## src/rtl/jcn_pkg.sv

```systemverilog
// Shared encodings for the jcn_led_seq pattern sequencer.
package jcn_pkg;

  localparam logic [1:0] MODE_JOHNSON = 2'b00;
  localparam logic [1:0] MODE_RING    = 2'b01;
  localparam logic [1:0] MODE_BOUNCE  = 2'b10;

  localparam logic DIR_LEFT  = 1'b1;
  localparam logic DIR_RIGHT = 1'b0;

endpackage

```

## src/rtl/sw_debounce.sv

```systemverilog
// Active-low push-button debouncer: 2-FF synchroniser plus stability counter.
// A level must differ from the accepted level for DB_LEN consecutive cycles.
module sw_debounce #(
  parameter int unsigned DB_LEN = 16
) (
  input  logic clk,
  input  logic rst,
  input  logic raw_n,
  output logic db_n
);

  localparam int unsigned CntW = (DB_LEN > 2) ? $clog2(DB_LEN) : 1;

  logic            r_s1;
  logic            r_s2;
  logic            r_db;
  logic [CntW-1:0] r_cnt;

  always_ff @(posedge clk) begin
    if (rst) begin
      r_s1  <= 1'b1;
      r_s2  <= 1'b1;
      r_db  <= 1'b1;
      r_cnt <= '0;
    end else begin
      r_s1 <= raw_n;
      r_s2 <= r_s1;
      if (r_s2 != r_db) begin
        if (r_cnt == CntW'(DB_LEN - 1)) begin
          r_db  <= r_s2;
          r_cnt <= '0;
        end else begin
          r_cnt <= r_cnt + 1'b1;
        end
      end else begin
        r_cnt <= '0;
      end
    end
  end

  assign db_n = r_db;

endmodule

```

## src/rtl/jcn_led_seq.sv

```systemverilog
// Johnson / ring / bounce LED pattern sequencer with debounced switches
// and a programmable step-rate prescaler.
module jcn_led_seq
  import jcn_pkg::*;
#(
  parameter int unsigned WIDTH  = 4,
  parameter int unsigned DIV_W  = 24,
  parameter int unsigned DB_LEN = 16
) (
  input  logic             clk,
  input  logic             rst,
  input  logic             left_n,
  input  logic             right_n,
  input  logic             stop_n,
  input  logic [1:0]       mode,
  input  logic [DIV_W-1:0] div,
  output logic [WIDTH-1:0] q_n,
  output logic             running,
  output logic             dir
);

  logic w_db_left_n;
  logic w_db_right_n;
  logic w_db_stop_n;

  sw_debounce #(.DB_LEN(DB_LEN)) u_db_left (
    .clk   (clk),
    .rst   (rst),
    .raw_n (left_n),
    .db_n  (w_db_left_n)
  );

  sw_debounce #(.DB_LEN(DB_LEN)) u_db_right (
    .clk   (clk),
    .rst   (rst),
    .raw_n (right_n),
    .db_n  (w_db_right_n)
  );

  sw_debounce #(.DB_LEN(DB_LEN)) u_db_stop (
    .clk   (clk),
    .rst   (rst),
    .raw_n (stop_n),
    .db_n  (w_db_stop_n)
  );

  logic [WIDTH-1:0] r_pat;
  logic             r_dir;
  logic             r_run;
  logic [1:0]       r_mode;
  logic [DIV_W-1:0] r_cnt;

  logic [WIDTH-1:0] w_pat_d;
  logic             w_dir_d;
  logic             w_auto_dir;
  logic             w_run_d;
  logic [DIV_W-1:0] w_cnt_d;
  logic             w_mode_chg;
  logic             w_tick;
  logic             w_onehot;

  always_comb begin
    w_mode_chg = (mode != r_mode);
    w_tick     = r_run && (r_cnt == div) && !w_mode_chg;
    w_onehot   = (r_pat != '0) && ((r_pat & (r_pat - WIDTH'(1))) == '0);

    if (!r_run || w_mode_chg || (r_cnt == div)) w_cnt_d = '0;
    else                                        w_cnt_d = r_cnt + DIV_W'(1);
  end

  // Pattern step; bounce may also request a direction reversal.
  always_comb begin
    w_pat_d    = r_pat;
    w_auto_dir = r_dir;
    if (w_mode_chg) begin
      w_pat_d = ((mode == MODE_RING) || (mode == MODE_BOUNCE)) ? WIDTH'(1) : '0;
    end else if (w_tick) begin
      case (r_mode)
        MODE_RING: begin
          if (!w_onehot)             w_pat_d = WIDTH'(1);
          else if (r_dir == DIR_LEFT) w_pat_d = {r_pat[WIDTH-2:0], r_pat[WIDTH-1]};
          else                        w_pat_d = {r_pat[0], r_pat[WIDTH-1:1]};
        end
        MODE_BOUNCE: begin
          if (!w_onehot) begin
            w_pat_d = WIDTH'(1);
          end else if (r_dir == DIR_LEFT) begin
            if (r_pat[WIDTH-1]) begin
              w_pat_d    = r_pat >> 1;
              w_auto_dir = DIR_RIGHT;
            end else begin
              w_pat_d = r_pat << 1;
            end
          end else begin
            if (r_pat[0]) begin
              w_pat_d    = r_pat << 1;
              w_auto_dir = DIR_LEFT;
            end else begin
              w_pat_d = r_pat >> 1;
            end
          end
        end
        default: begin
          if (r_dir == DIR_LEFT) w_pat_d = {r_pat[WIDTH-2:0], ~r_pat[WIDTH-1]};
          else                   w_pat_d = {~r_pat[0], r_pat[WIDTH-1:1]};
        end
      endcase
    end
  end

  // Switches override any bounce reversal; stop overrides everything.
  always_comb begin
    if (!w_db_right_n)     w_dir_d = DIR_RIGHT;
    else if (!w_db_left_n) w_dir_d = DIR_LEFT;
    else                   w_dir_d = w_auto_dir;

    if (!w_db_stop_n)                      w_run_d = 1'b0;
    else if (!w_db_left_n || !w_db_right_n) w_run_d = 1'b1;
    else                                   w_run_d = r_run;
  end

  always_ff @(posedge clk) begin
    if (rst) begin
      r_pat  <= '0;
      r_dir  <= DIR_RIGHT;
      r_run  <= 1'b0;
      r_mode <= MODE_JOHNSON;
      r_cnt  <= '0;
    end else begin
      r_pat  <= w_pat_d;
      r_dir  <= w_dir_d;
      r_run  <= w_run_d;
      r_mode <= mode;
      r_cnt  <= w_cnt_d;
    end
  end

  assign q_n     = ~r_pat;
  assign running = r_run;
  assign dir     = r_dir;

endmodule

```

## config.mk

```make
export PLATFORM = sky130hd
export DESIGN_NAME = jcn_led_seq
export DESIGN_NICKNAME = d
export VERILOG_FILES = /design/src/rtl/jcn_pkg.sv /design/src/rtl/sw_debounce.sv /design/src/rtl/jcn_led_seq.sv
export SDC_FILE = /design/constraint.sdc
export NUM_CORES = 1
export LEC_CHECK = 0
export ABC_AREA = 1
export BUFFER_PORTS_ARGS = -buffer_cell sky130_fd_sc_hd__clkbuf_2
export CAP_MARGIN = 20
export CORE_ASPECT_RATIO = 0.6
export CORE_MARGIN = 4
export CORE_UTILIZATION = 40
export CTS_CLUSTER_DIAMETER = 120
export DETAILED_ROUTE_END_ITERATION = 7
export PLACE_DENSITY = 0.68
export SYNTH_ARGS = -nofsm -noshare
export SYNTH_HDL_FRONTEND = slang
export SYNTH_HIERARCHICAL = 1
export SYNTH_SLANG_ARGS = --single-unit
```

## constraint.sdc

```tcl
create_clock -name clk -period 2.1 [get_ports clk]
set_clock_uncertainty 0.1 [all_clocks]
set_input_delay 0.42 -clock clk [delete_from_list [all_inputs] [get_ports clk]]
set_output_delay 0.42 -clock clk [all_outputs]
set_load 0.1 [all_outputs]
```

Word level (Yosys, flattened, before mapping)
Cells that the tools add are included.

Output and inout port bits: 6. Logic and storage cells: 90. Register bits after elaboration: 53.

Mux-type cells: 19. Bitwise gates (word level): 9. Equality and inequality tests: 16. Add/sub/neg operators: 5. Reductions and logical operators: 24.

Operators with widths (number): $mux 4 (9); $add 24x1->24 const B (1); $eq 24x24->1 (1); $add 4x1->4 const B (3); $eq 4x4->1 const B (3); $mux 1 (9); $reduce_or 3->1 (3); $ne 2x2->1 const B (4); $pmux 4 s2 (1); $not 1->1 (7); $reduce_and 2->1 (3); $reduce_or 2->1 (3); $and 4x4->4 (1); $eq 2x1->1 const B (2); $eq 2x2->1 const B (2); $logic_not 1->1 (4); $logic_not 4->1 (1); $logic_or 1x1->1 (4); $not 4->4 (1); $reduce_and 4->1 (1); $reduce_bool 4->1 (1); $sub 4x1->4 const B (1); $logic_and 1x1->1 (3); $ne 1x1->1 (3); 2 further kinds (2).

Longest topological paths before layout
Gate-level depths: netlist of run 1.

Depth in word-level cells: 9. Mapped depth: 13. Mapped depth without buffers: 13.

Modules after synthesis
Netlist of run 1, hierarchy kept.

By module, submodules not included: jcn_led_seq (times used 1, area each 2376.0 sq um, seq. area each 640.6 sq um, cells each 384); sw_debounce (times used 3, area each 251.5 sq um, seq. area each 140.1 sq um, cells each 29).

Worst setup path after synthesis of run 1
No wires, ideal clock.

Kind: register to register. From: register r_dir, in the netlist dir. To: register r_pat[0]. Clock period less this slack: 2.168 ns. Buffers on the path: 1. Required time: 1.870 ns. Cell stages (with the launch flop): 11. Slack: -0.068 ns. Arrival time: 1.937 ns. Setup time: 0.130 ns. Cells stage by stage: dfxtp_1 > clkbuf_1 > nand2_1 > nand2_1 > nor2_1 > o21ai_0 > nand3_1 > nand2_1 > nand2_1 > nand2_1 > a21oi_1.

Longest elaborated chain between the ends: 5. Elaborated cells on any way between the ends: 8. Those cells by class: mux (8).

Ends and longest elaborated chain: start: declaration (RTL line jcn_led_seq.sv:48) `logic r_dir;`; start signal: assignment (RTL line jcn_led_seq.sv:131) `r_dir <= w_dir_d;`; $mux 4 (on tied branches) (RTL line jcn_led_seq.sv:87, jcn_led_seq.sv:81); $mux 4 (on tied branches) (RTL line jcn_led_seq.sv:85, jcn_led_seq.sv:80); $pmux 4 s2 * (RTL line jcn_led_seq.sv:78) `case (r_mode)`; $mux 4 * (RTL line jcn_led_seq.sv:77) `end else if (w_tick) begin`; $mux 4 * (RTL line jcn_led_seq.sv:75) `if (w_mode_chg) begin`; end signal: assignment (RTL line jcn_led_seq.sv:130) `r_pat <= w_pat_d;`; end: declaration (RTL line jcn_led_seq.sv:47) `logic [WIDTH-1:0] r_pat;`.

Every way passes the cells marked *; elsewhere a longest branch is shown, timed or not. The select of a mux whose other input is x is not followed. A chain may end at the register's enable or synchronous reset.

==> results.yml, run 1 <==
outcome:
  status: "finished, final reports clean"
timing:
  rsz0062_at_grt: "false"
  fin_crit_ns: 1.929
  period_share_pct: 91.86
  max-slew-margin-rel_pct: 63.22
  setup-tns-final_ns: 0
  hold_violations: 0
  fmax_mhz: 518.4
  finalSetupViolCount: 0
  worst_slew_pin_slew_ns: 0.5541
  slew_violations: 0
clock_network:
  cts.sinks: 53
  path_clk_slew_ns: 0.07
  cts_tree: "built"
  cts_resized: 0
  hold_buffers: 0
  cts_setup_buffers: 0
  insertion_delay_ns: 0.29
  clockBufferDepth: 2
  htreeDepth: 2
  cts_buffers: 5
  root_buffer: "clkbuf_16"
floorplanning:
  rows: 24
  die_x_um: 122.2
  die_area_um2: 9352
  fp.dieH_um: 76.53
  initial_core_util_pct: 42.21
  core-area_um2: 7417
  ios: 37
critical_path:
  crit_arrival_ns: 2.01
  crit_slowest_cell: "dfxtp_1"
  cp-end-kind: "flop"
  crit_chain: "nand3_1 -> nor3_2 -> nand4_2 -> nor2_4 -> nand2_2 -> nor3_1 -> nor3b_2"
  critPathTopFamily: "simple AND/OR/NAND/NOR gates"
  crit_buf_inv: 0
  crit_path_start_kind: "flop"
  crit_fanout: 5
  reg2reg_slack_ns: 0.17
  critPathKind: "reg2reg"
  required_ns: 2.18
  slowest_delay_ns: 0.43
power:
  internal_power_mw: 1.530
  power.leakage_nw: 1.562
  powerDensity_nw_per_um2: 566.6
  power_frac_seq_pct: 50.6
  peakVddDrop_mv: 0.3122
  p_sw_share_pct: 24.40
  power_mw: 2.024
  pwr-share-clk_pct: 40.6
  combPwrFrac_pct: 8.8
  p_switching_mw: 0.4940
grt:
  grt_pass1_wl_um: 11830
  grt_pass1_vias: 2610
  antenna_found_initial: 0
  grt_max_degree: 25
  track_usage_pct: 15.57
  grt_overflow: 0
place:
  dp_hpwl_um: 5497
  io_buffer_count: 36
  routabilityCongestion: 0.8574
  dp.cells: 606
  placed_area_um2: 3426
synth:
  syn_avg_cell_area_um2: 6.647
  ys_seq_area_share_pct: 33.89
  yosysWarningCount: 6
  synthCells: 471
  syn_area_um2: 3131
  synth-seq-cells: 53
  synth_cell_types: 33
  synth_fp_nets: 508
run:
  drv_cap: 0
cells_and_area:
  multiInputGateArea_um2: 1748
  final_area_um2: 3572
  nets: 546
  diodes: 0
  register_area_um2: 1062
  layout-drive-gt1-share_pct: 15.69
  area_delta_synth_final_pct: 14.11
  n_fill_cell: 762
  finalNonFillerCells: 614
drt:
  drt_iter0_drc: 163
  vias: 2836
  post_drt_wl_per_cell_um: 11.29
  routed_wl_um: 6930
  dr.pass1.iters: 4
  routed_via_density: 4.619
  ant_nets: 0
  drc: 0
hold_path:
  hold_class: "in2reg"
==> layout by cell type (no fill, tap or decap), types with 7 or more instances in the layout <==
master      n
xnor2_1    16
nand3_1    24
xor2_1     13
nand2_1   128
nor3_1     12
a21oi_1    11
inv_1      67
nor2_1     67
dfxtp_1    52
clkbuf_2   36
nand4_1    12
inv_2       7
==> metrics by stage <==
stage | hold WS [ns] | util, % | setup slack (ns)
after floorplan | 0.2895 | - | 0.01029
after global placement | 0.2931 | 46.19 | 0.2699
after detailed placement | 0.2928 | 46.19 | 0.1972
after CTS | 0.2037 | 48.16 | 0.1866
after global routing | 0.2022 | 48.16 | 0.03504
final | 0.2048 | 48.16 | 0.1710
==> kinds of logic (layout without fill, tap and decap cells) <==
group / count (synthesis) / after routing / share of synthesized area, %
flops: 53 / 53 / 33.89
simple gates: 273 / 273 / 39.85
xor+xnor: 29 / 29 / 8.113
buf+inv: 81 / 120 / 10.27
compound gates: 29 / 29 / 5.476
fa+ha+maj: 6 / 6 / 2.398
==> Yosys cell counts <==
library cell / number / area share (%)
and3_1: 1 / 0.20
dfxtp_1: 53 / 34
nor2_4: 4 / 1.4
a22oi_1: 1 / 0.24
a31oi_1: 1 / 0.20
nor3_1: 12 / 1.9
nand4_1: 12 / 2.4
inv_2: 7 / 0.84
a21oi_1: 11 / 1.8
nand3_1: 24 / 3.8
xnor2_1: 16 / 4.5
clkbuf_1: 3 / 0.36
a22o_1: 1 / 0.28
o21ai_0: 5 / 0.80
a311oi_1: 1 / 0.28
buf_6: 2 / 0.72
ha_1: 6 / 2.4
nor2_2: 2 / 0.40
o22ai_1: 1 / 0.20
nand2_1: 128 / 15
nand4_2: 2 / 0.80
inv_1: 67 / 8.0
nor3b_1: 4 / 0.96
o211ai_1: 1 / 0.24
nor3_2: 1 / 0.32
o21ai_4: 1 / 0.52
nor2_1: 67 / 8.0
nor3b_2: 5 / 2.0
nand2_2: 5 / 1.0
o21ai_1: 6 / 0.96
buf_2: 2 / 0.32
or2_2: 6 / 1.2
xor2_1: 13 / 3.6
==> registers in the layout, summed over array words and instances, names as in the netlist, 2 cells and up <==
register,flops
r_cnt,24
u_db_right/r_cnt,4
u_db_stop/r_cnt,4
r_pat,4
r_mode,2
u_db_left/r_cnt,4
==> final timing paths <==
kind,end,start,depth (start not counted)
setup / recovery,r_cnt[17],r_cnt[0],7
hold / removal,u_db_right/r_s1,right_n,2
setup reg to reg,r_cnt[17],r_cnt[0],7
hold reg to reg,u_db_left/r_s2,u_db_left/r_s1,1
==> worst reg2reg max path, delay by kind of cell (launching register included) <==
family        cells  cell delay [ns]
simple gates      7             1.29
flops             1             0.43
==> power groups by stage <==
stage	logic, mW	clock network [mW]	registers, mW
floorplan	0.115	0	1.05
global placement	0.174	0	1.05
detailed placement	0.178	0	1.05
CTS	0.179	0.840	1.02
global route	0.203	0.899	1.03
finish	0.178	0.822	1.02
==> layer usage <==
| metal | up-vias | routed length (um) | GRT usage (%) | share of wire [%] |
|---|---|---|---|---|
| met3 | 5 | 406 | 4.228 | 5.9 |
| met2 | 65 | 2721 | 21.64 | 39 |
| met4 | 0 | 59 | 3.128 | 0.85 |
| li1 | 1540 | - | - | - |
| met1 | 1226 | 3743 | 23.73 | 54 |
| met5 | - | 0 | 0 | 0 |
==> area by class of cell <==
type,count,share of cell area (%)
clock inverters,3,0.5954
repair buffers,38,5.814
well taps,104,3.643
multi-input cells,337,48.93
inverters,74,7.776
clock buffers,5,3.503
flip-flops and latches,53,29.74
Power figures use the tool's default switching activity.
==> run 2, diff against run 1 <==
--- a/config.mk
+++ b/config.mk
@@ -13,7 +13,7 @@
 export CORE_UTILIZATION = 40
 export CTS_CLUSTER_DIAMETER = 120
 export DETAILED_ROUTE_END_ITERATION = 7
-export PLACE_DENSITY = 0.68
+export PLACE_DENSITY = 0.71
 export SYNTH_ARGS = -nofsm -noshare
 export SYNTH_HDL_FRONTEND = slang
 export SYNTH_HIERARCHICAL = 1
==> constraint.sdc (replaced) <==
create_clock -name clk -period 1.6 [get_ports clk]
set_clock_uncertainty 0.1 [all_clocks]
set_input_delay 0.32 -clock clk [delete_from_list [all_inputs] [get_ports clk]]
set_output_delay 0.32 -clock clk [all_outputs]
set_load 0.1 [all_outputs]
==> results.yml, run 2 (synthesis gave the netlist of run 1 again) <==
critical_path:
  reg2reg_slack_ns: -0.16
  cp-end-kind: "flop"
  crit_path_start_kind: "flop"
  crit_chain: "xor2_1 -> nor2_2 -> nand2_1 -> nor2_2 -> nand2_2 -> o21ai_4 -> buf_12 -> clkbuf_16 -> nor3b_2"
  cp-startpoint: "r_cnt[0]"
  crit_fanout: 6
  slowest_delay_ns: 0.38
  critPathKind: "reg2reg"
  critPathTopFamily: "simple AND/OR/NAND/NOR gates"
  required_ns: 1.69
  crit_buf_inv: 2
  crit_arrival_ns: 1.85
  crit_slowest_cell: "dfxtp_4"
  critPathMostFrequentCell: "nor2_2"
  r2r_start: "r_cnt[0]"
floorplanning:
  core-area_um2: 7417
  die_area_um2: 9352
  die_x_um: 122.2
  ios: 37
  initial_core_util_pct: 42.21
  fp.dieH_um: 76.53
  rows: 24
cells_and_area:
  n_fill_cell: 682
  layout-drive-gt1-share_pct: 36.36
  finalNonFillerCells: 665
  final_common_cell: "nand2_1"
  multiInputGateArea_um2: 2007
  largest_reg_flops: 24
  nets: 597
  diodes: 0
  final_cell_mix: "nand2_1, inv_1, buf_4"
  area_delta_synth_final_pct: 40.49
  register_area_um2: 1101
  regMostFlops: "r_cnt"
  final_area_um2: 4398
drt:
  drt_iter0_drc: 187
  vias: 3126
  dr.pass1.iters: 4
  routed_wl_um: 8415
  drc: 0
  routed_via_density: 4.701
  post_drt_wl_per_cell_um: 12.65
  ant_nets: 0
place:
  dp.cells: 647
  routabilityCongestion: 0.8876
  dp_hpwl_um: 6002
  dp_worst_setup_slack_ns: -0.1924
  io_buffer_count: 36
  placed_area_um2: 3857
clock_network:
  path_clk_slew_ns: 0.07
  clockBufferDepth: 2
  htreeDepth: 2
  cts.sinks: 53
  root_buffer: "clkbuf_16"
  cts_buffers: 5
  cts_tree: "built"
  insertion_delay_ns: 0.30
timing:
  slew_violations: 0
  period_share_pct: 110.1
  whs_ns: 0.1009
  hold_violations: 0
  fmax_mhz: 567.6
  finalSetupViolCount: 28
  rsz0062_at_grt: "true"
  fin_crit_ns: 1.762
  max-slew-margin-rel_pct: 81.13
  worst_slew_pin_slew_ns: 0.2801
  fin_ws_ns: -0.1620
power:
  powerDensity_nw_per_um2: 622.7
  peakVddDrop_mv: 0.4860
  power.leakage_nw: 1.960
hold_path:
  hold_class: "in2reg"
  hp-start: "right_n"
grt:
  antenna_found_initial: 0
  track_usage_pct: 17.01
  grt_pass1_vias: 2802
  grt_max_degree: 21
  grt_pass1_wl_um: 12790
  grt_overflow: 0
run:
  drv_cap: 0
outcome:
  status: "complete, but fails checks"
  failed_checks: "setup timing"
==> run 2: cell types whose count changed in the layout (fill, tap and decap cells not counted), moves of 6 or more <==
cell	previous run	this run
nor3_1	12	5
nor2_1	67	47
nor2_2	2	16
nor3_2	1	7
nor2_4	4	10
dfxtp_1	52	37
buf_12	1	7
inv_1	67	59
buf_4	1	49
dfxtp_2	1	8
clkbuf_2	36	30
dfxtp_4	0	8
==> run 2: final timing paths <==
kind	endpoint	depth (start not counted)
max reg2reg	r_cnt[20]	9
max	r_cnt[20]	9
min reg2reg	u_db_right/r_s2	1
min	u_db_right/r_s1	2
==> run 2: area by class of cell <==
type,count,area share [%]
sequential,53,25.04
tap,104,2.959
timing repair buffer,89,16.36
clock buffer,5,2.845
multi-input combinational,337,45.63
inverter,74,6.629
clock inverter,3,0.5405
==> run 2: repair_timing <==
item	CTS	global route
resized for setup	13	74
pin swaps	8	33
buffers inserted	3	6
setup endpoints to repair	30	30
hold buffers	0	0
hold endpoints to repair	0	0
cloned	1	2
==> run 2: through the flow <==
step	util [%]	setup TNS, ns	power (mW)
4_1_cts	55.33	-2.530	2.744
6_report	59.29	-3.639	2.739
5_1_grt	59.29	-5.922	2.860
3_5_place_dp	52.01	-2.951	1.636
2_1_floorplan	-	-1.599	1.520
3_3_place_gp	52.01	-2.270	1.627
==> run 2: report_power, final <==
group	total (mW)	leakage, nW	internal [mW]	switching [mW]
sequential	1.33	0.440	1.32	0.0134
combinational	0.289	1.44	0.124	0.165
clock	1.12	0.0751	0.593	0.522
total	2.74	1.96	2.04	0.700
==> run 2: layer usage <==
layer  up-vias  track usage (%)  part of all wire [%]
li1       1638                -                     -
met1      1409            25.15                    49
met2        72            24.27                    44
met3         7            4.377                   6.1
met4         0            4.358                  0.93
met5         -                0                     0
==> run 3, diff against run 2 <==
--- a/config.mk
+++ b/config.mk
@@ -13,6 +13,7 @@
 export CORE_UTILIZATION = 40
 export CTS_CLUSTER_DIAMETER = 120
 export DETAILED_ROUTE_END_ITERATION = 7
+export GPL_ROUTABILITY_DRIVEN = 0
 export PLACE_DENSITY = 0.71
 export SYNTH_ARGS = -nofsm -noshare
 export SYNTH_HDL_FRONTEND = slang
==> constraint.sdc (replaced) <==
create_clock -name clk -period 1.5 [get_ports clk]
set_clock_uncertainty 0.1 [all_clocks]
set_input_delay 0.3 -clock clk [delete_from_list [all_inputs] [get_ports clk]]
set_output_delay 0.3 -clock clk [all_outputs]
set_load 0.1 [all_outputs]
==> results.yml, run 3 (synthesis gave the netlist of run 1 again) <==
outcome:
  status: "complete, but fails checks"
  failed_checks: "setup timing"
grt:
  grt_pass1_wl_um: 12500
  track_usage_pct: 16.31
  grt_pass1_vias: 2843
  antenna_found_initial: 0
  grt_max_degree: 25
  grt_overflow: 0
drt:
  drt_iter0_drc: 163
  drc: 0
  routed_via_density: 4.632
  ant_nets: 0
  post_drt_wl_per_cell_um: 11.48
  vias: 3131
  routed_wl_um: 7761
  dr.pass1.iters: 4
clock_network:
  cts.sinks: 53
  root_buffer: "clkbuf_16"
  htreeDepth: 2
  cts_tree: "built"
  insertion_delay_ns: 0.30
  path_clk_slew_ns: 0.07
  clockBufferDepth: 2
  cts_buffers: 5
  hold_buffers: 0
hold_path:
  hold_class: "in2reg"
power:
  power.leakage_nw: 2.050
  powerDensity_nw_per_um2: 680.0
  peakVddDrop_mv: 0.4147
timing:
  rsz0062_at_grt: "true"
  max-slew-margin-rel_pct: 80.52
  slew_violations: 0
  worst_slew_pin_slew_ns: 0.2891
  period_share_pct: 115.7
  fin_crit_ns: 1.735
  whs_ns: 0.08060
  finalSetupViolCount: 30
  fin_ws_ns: -0.2350
  hold_violations: 0
  fmax_mhz: 576.4
run:
  drv_cap: 0
place:
  dp_worst_setup_slack_ns: -0.2907
  dp.cells: 660
  dp_hpwl_um: 5826
  io_buffer_count: 36
  placed_area_um2: 4071
cells_and_area:
  final_cell_mix: "nand2_1, inv_1, nor2_1"
  diodes: 0
  final_area_um2: 4428
  area_delta_synth_final_pct: 41.45
  largest_reg_flops: 24
  nets: 608
  n_fill_cell: 693
  final_common_cell: "nand2_1"
  regMostFlops: "r_cnt"
  register_area_um2: 1104
  multiInputGateArea_um2: 1917
  layout-drive-gt1-share_pct: 33.39
  utilization_pct: 59.70
  finalNonFillerCells: 676
floorplanning:
  rows: 24
  initial_core_util_pct: 42.21
  die_x_um: 122.2
  fp.dieH_um: 76.53
  die_area_um2: 9352
  core-area_um2: 7417
  ios: 37
critical_path:
  critPathKind: "reg2reg"
  crit_path_start_kind: "flop"
  crit_fanout: 12
  crit_arrival_ns: 1.83
  cp-end-kind: "flop"
  required_ns: 1.59
-- run 3: changes by cell type in the layout (fill, tap and decap cells not counted), moves of 3 or more --
cell     previous run  this run
buf_4              49        58
inv_1              59        62
nand2_2             8         5
nor2_1             47        62
nor2_2             16         5
nor2_4             10         6
-- run 3: critical path: stages, from the launching register on --
cell       delay (ns)
dfxtp_4          0.38
xor2_1           0.14
nor2_1           0.12
nand2_1          0.08
nor2_2           0.16
nand2_2          0.11
o21ai_4          0.26
clkbuf_16        0.23
nor2_1           0.05
-- run 3: through the flow --
stage               setup TNS [ns]  power, mW
floorplan                   -3.096      1.618
global placement            -5.035      1.739
detailed placement          -6.401      1.746
CTS                         -4.679      3.038
global route                -7.933      3.139
finish                      -5.726      3.011
-- run 3: timing repair --
action | in CTS | in global routing
pin swaps | 2 | 15
endpoints found under the setup margin | 30 | 30
resized for setup | 9 | 18
buffers inserted | 3 | 3
cloned | 0 | 2
-- run 3: power by group --
group	total, mW	internal [mW]	switching (mW)
sequential	1.42	1.41	0.0129
clock	1.29	0.736	0.555
combinational	0.299	0.134	0.165
total	3.01	2.28	0.733
-- run 3: area by class of cell --
cell class / instances / share of cell area (%)
Tap cell: 104 / 2.939
Sequential cell: 53 / 24.92
Multi-Input combinational cell: 337 / 43.29
Timing Repair Buffer: 100 / 18.48
Clock buffer: 6 / 3.391
Inverter: 74 / 6.527
Clock inverter: 2 / 0.4521
-- run 3: per-layer routing --
layer / up-vias / share of wire (%) / GRT usage [%]
met2: 66 / 43 / 25.04
met4: 0 / 1.3 / 5.363
met1: 1383 / 50 / 22.71
li1: 1672 / - / -
met5: - / 0 / 0
met3: 10 / 5.3 / 3.338
-- run 3: final timing paths --
| kind | startpoint | to | slack, ns | depth (start not counted) |
|---|---|---|---|---|
| worst max-delay path | r_cnt[0] | r_cnt[18] | -0.24 | 8 |
| worst min-delay path | left_n | u_db_left/r_s1 | 0.08 | 2 |
| worst max register to register | r_cnt[0] | r_cnt[18] | -0.24 | 8 |
| worst min register to register | u_db_stop/r_s1 | u_db_stop/r_s2 | 0.31 | 1 |
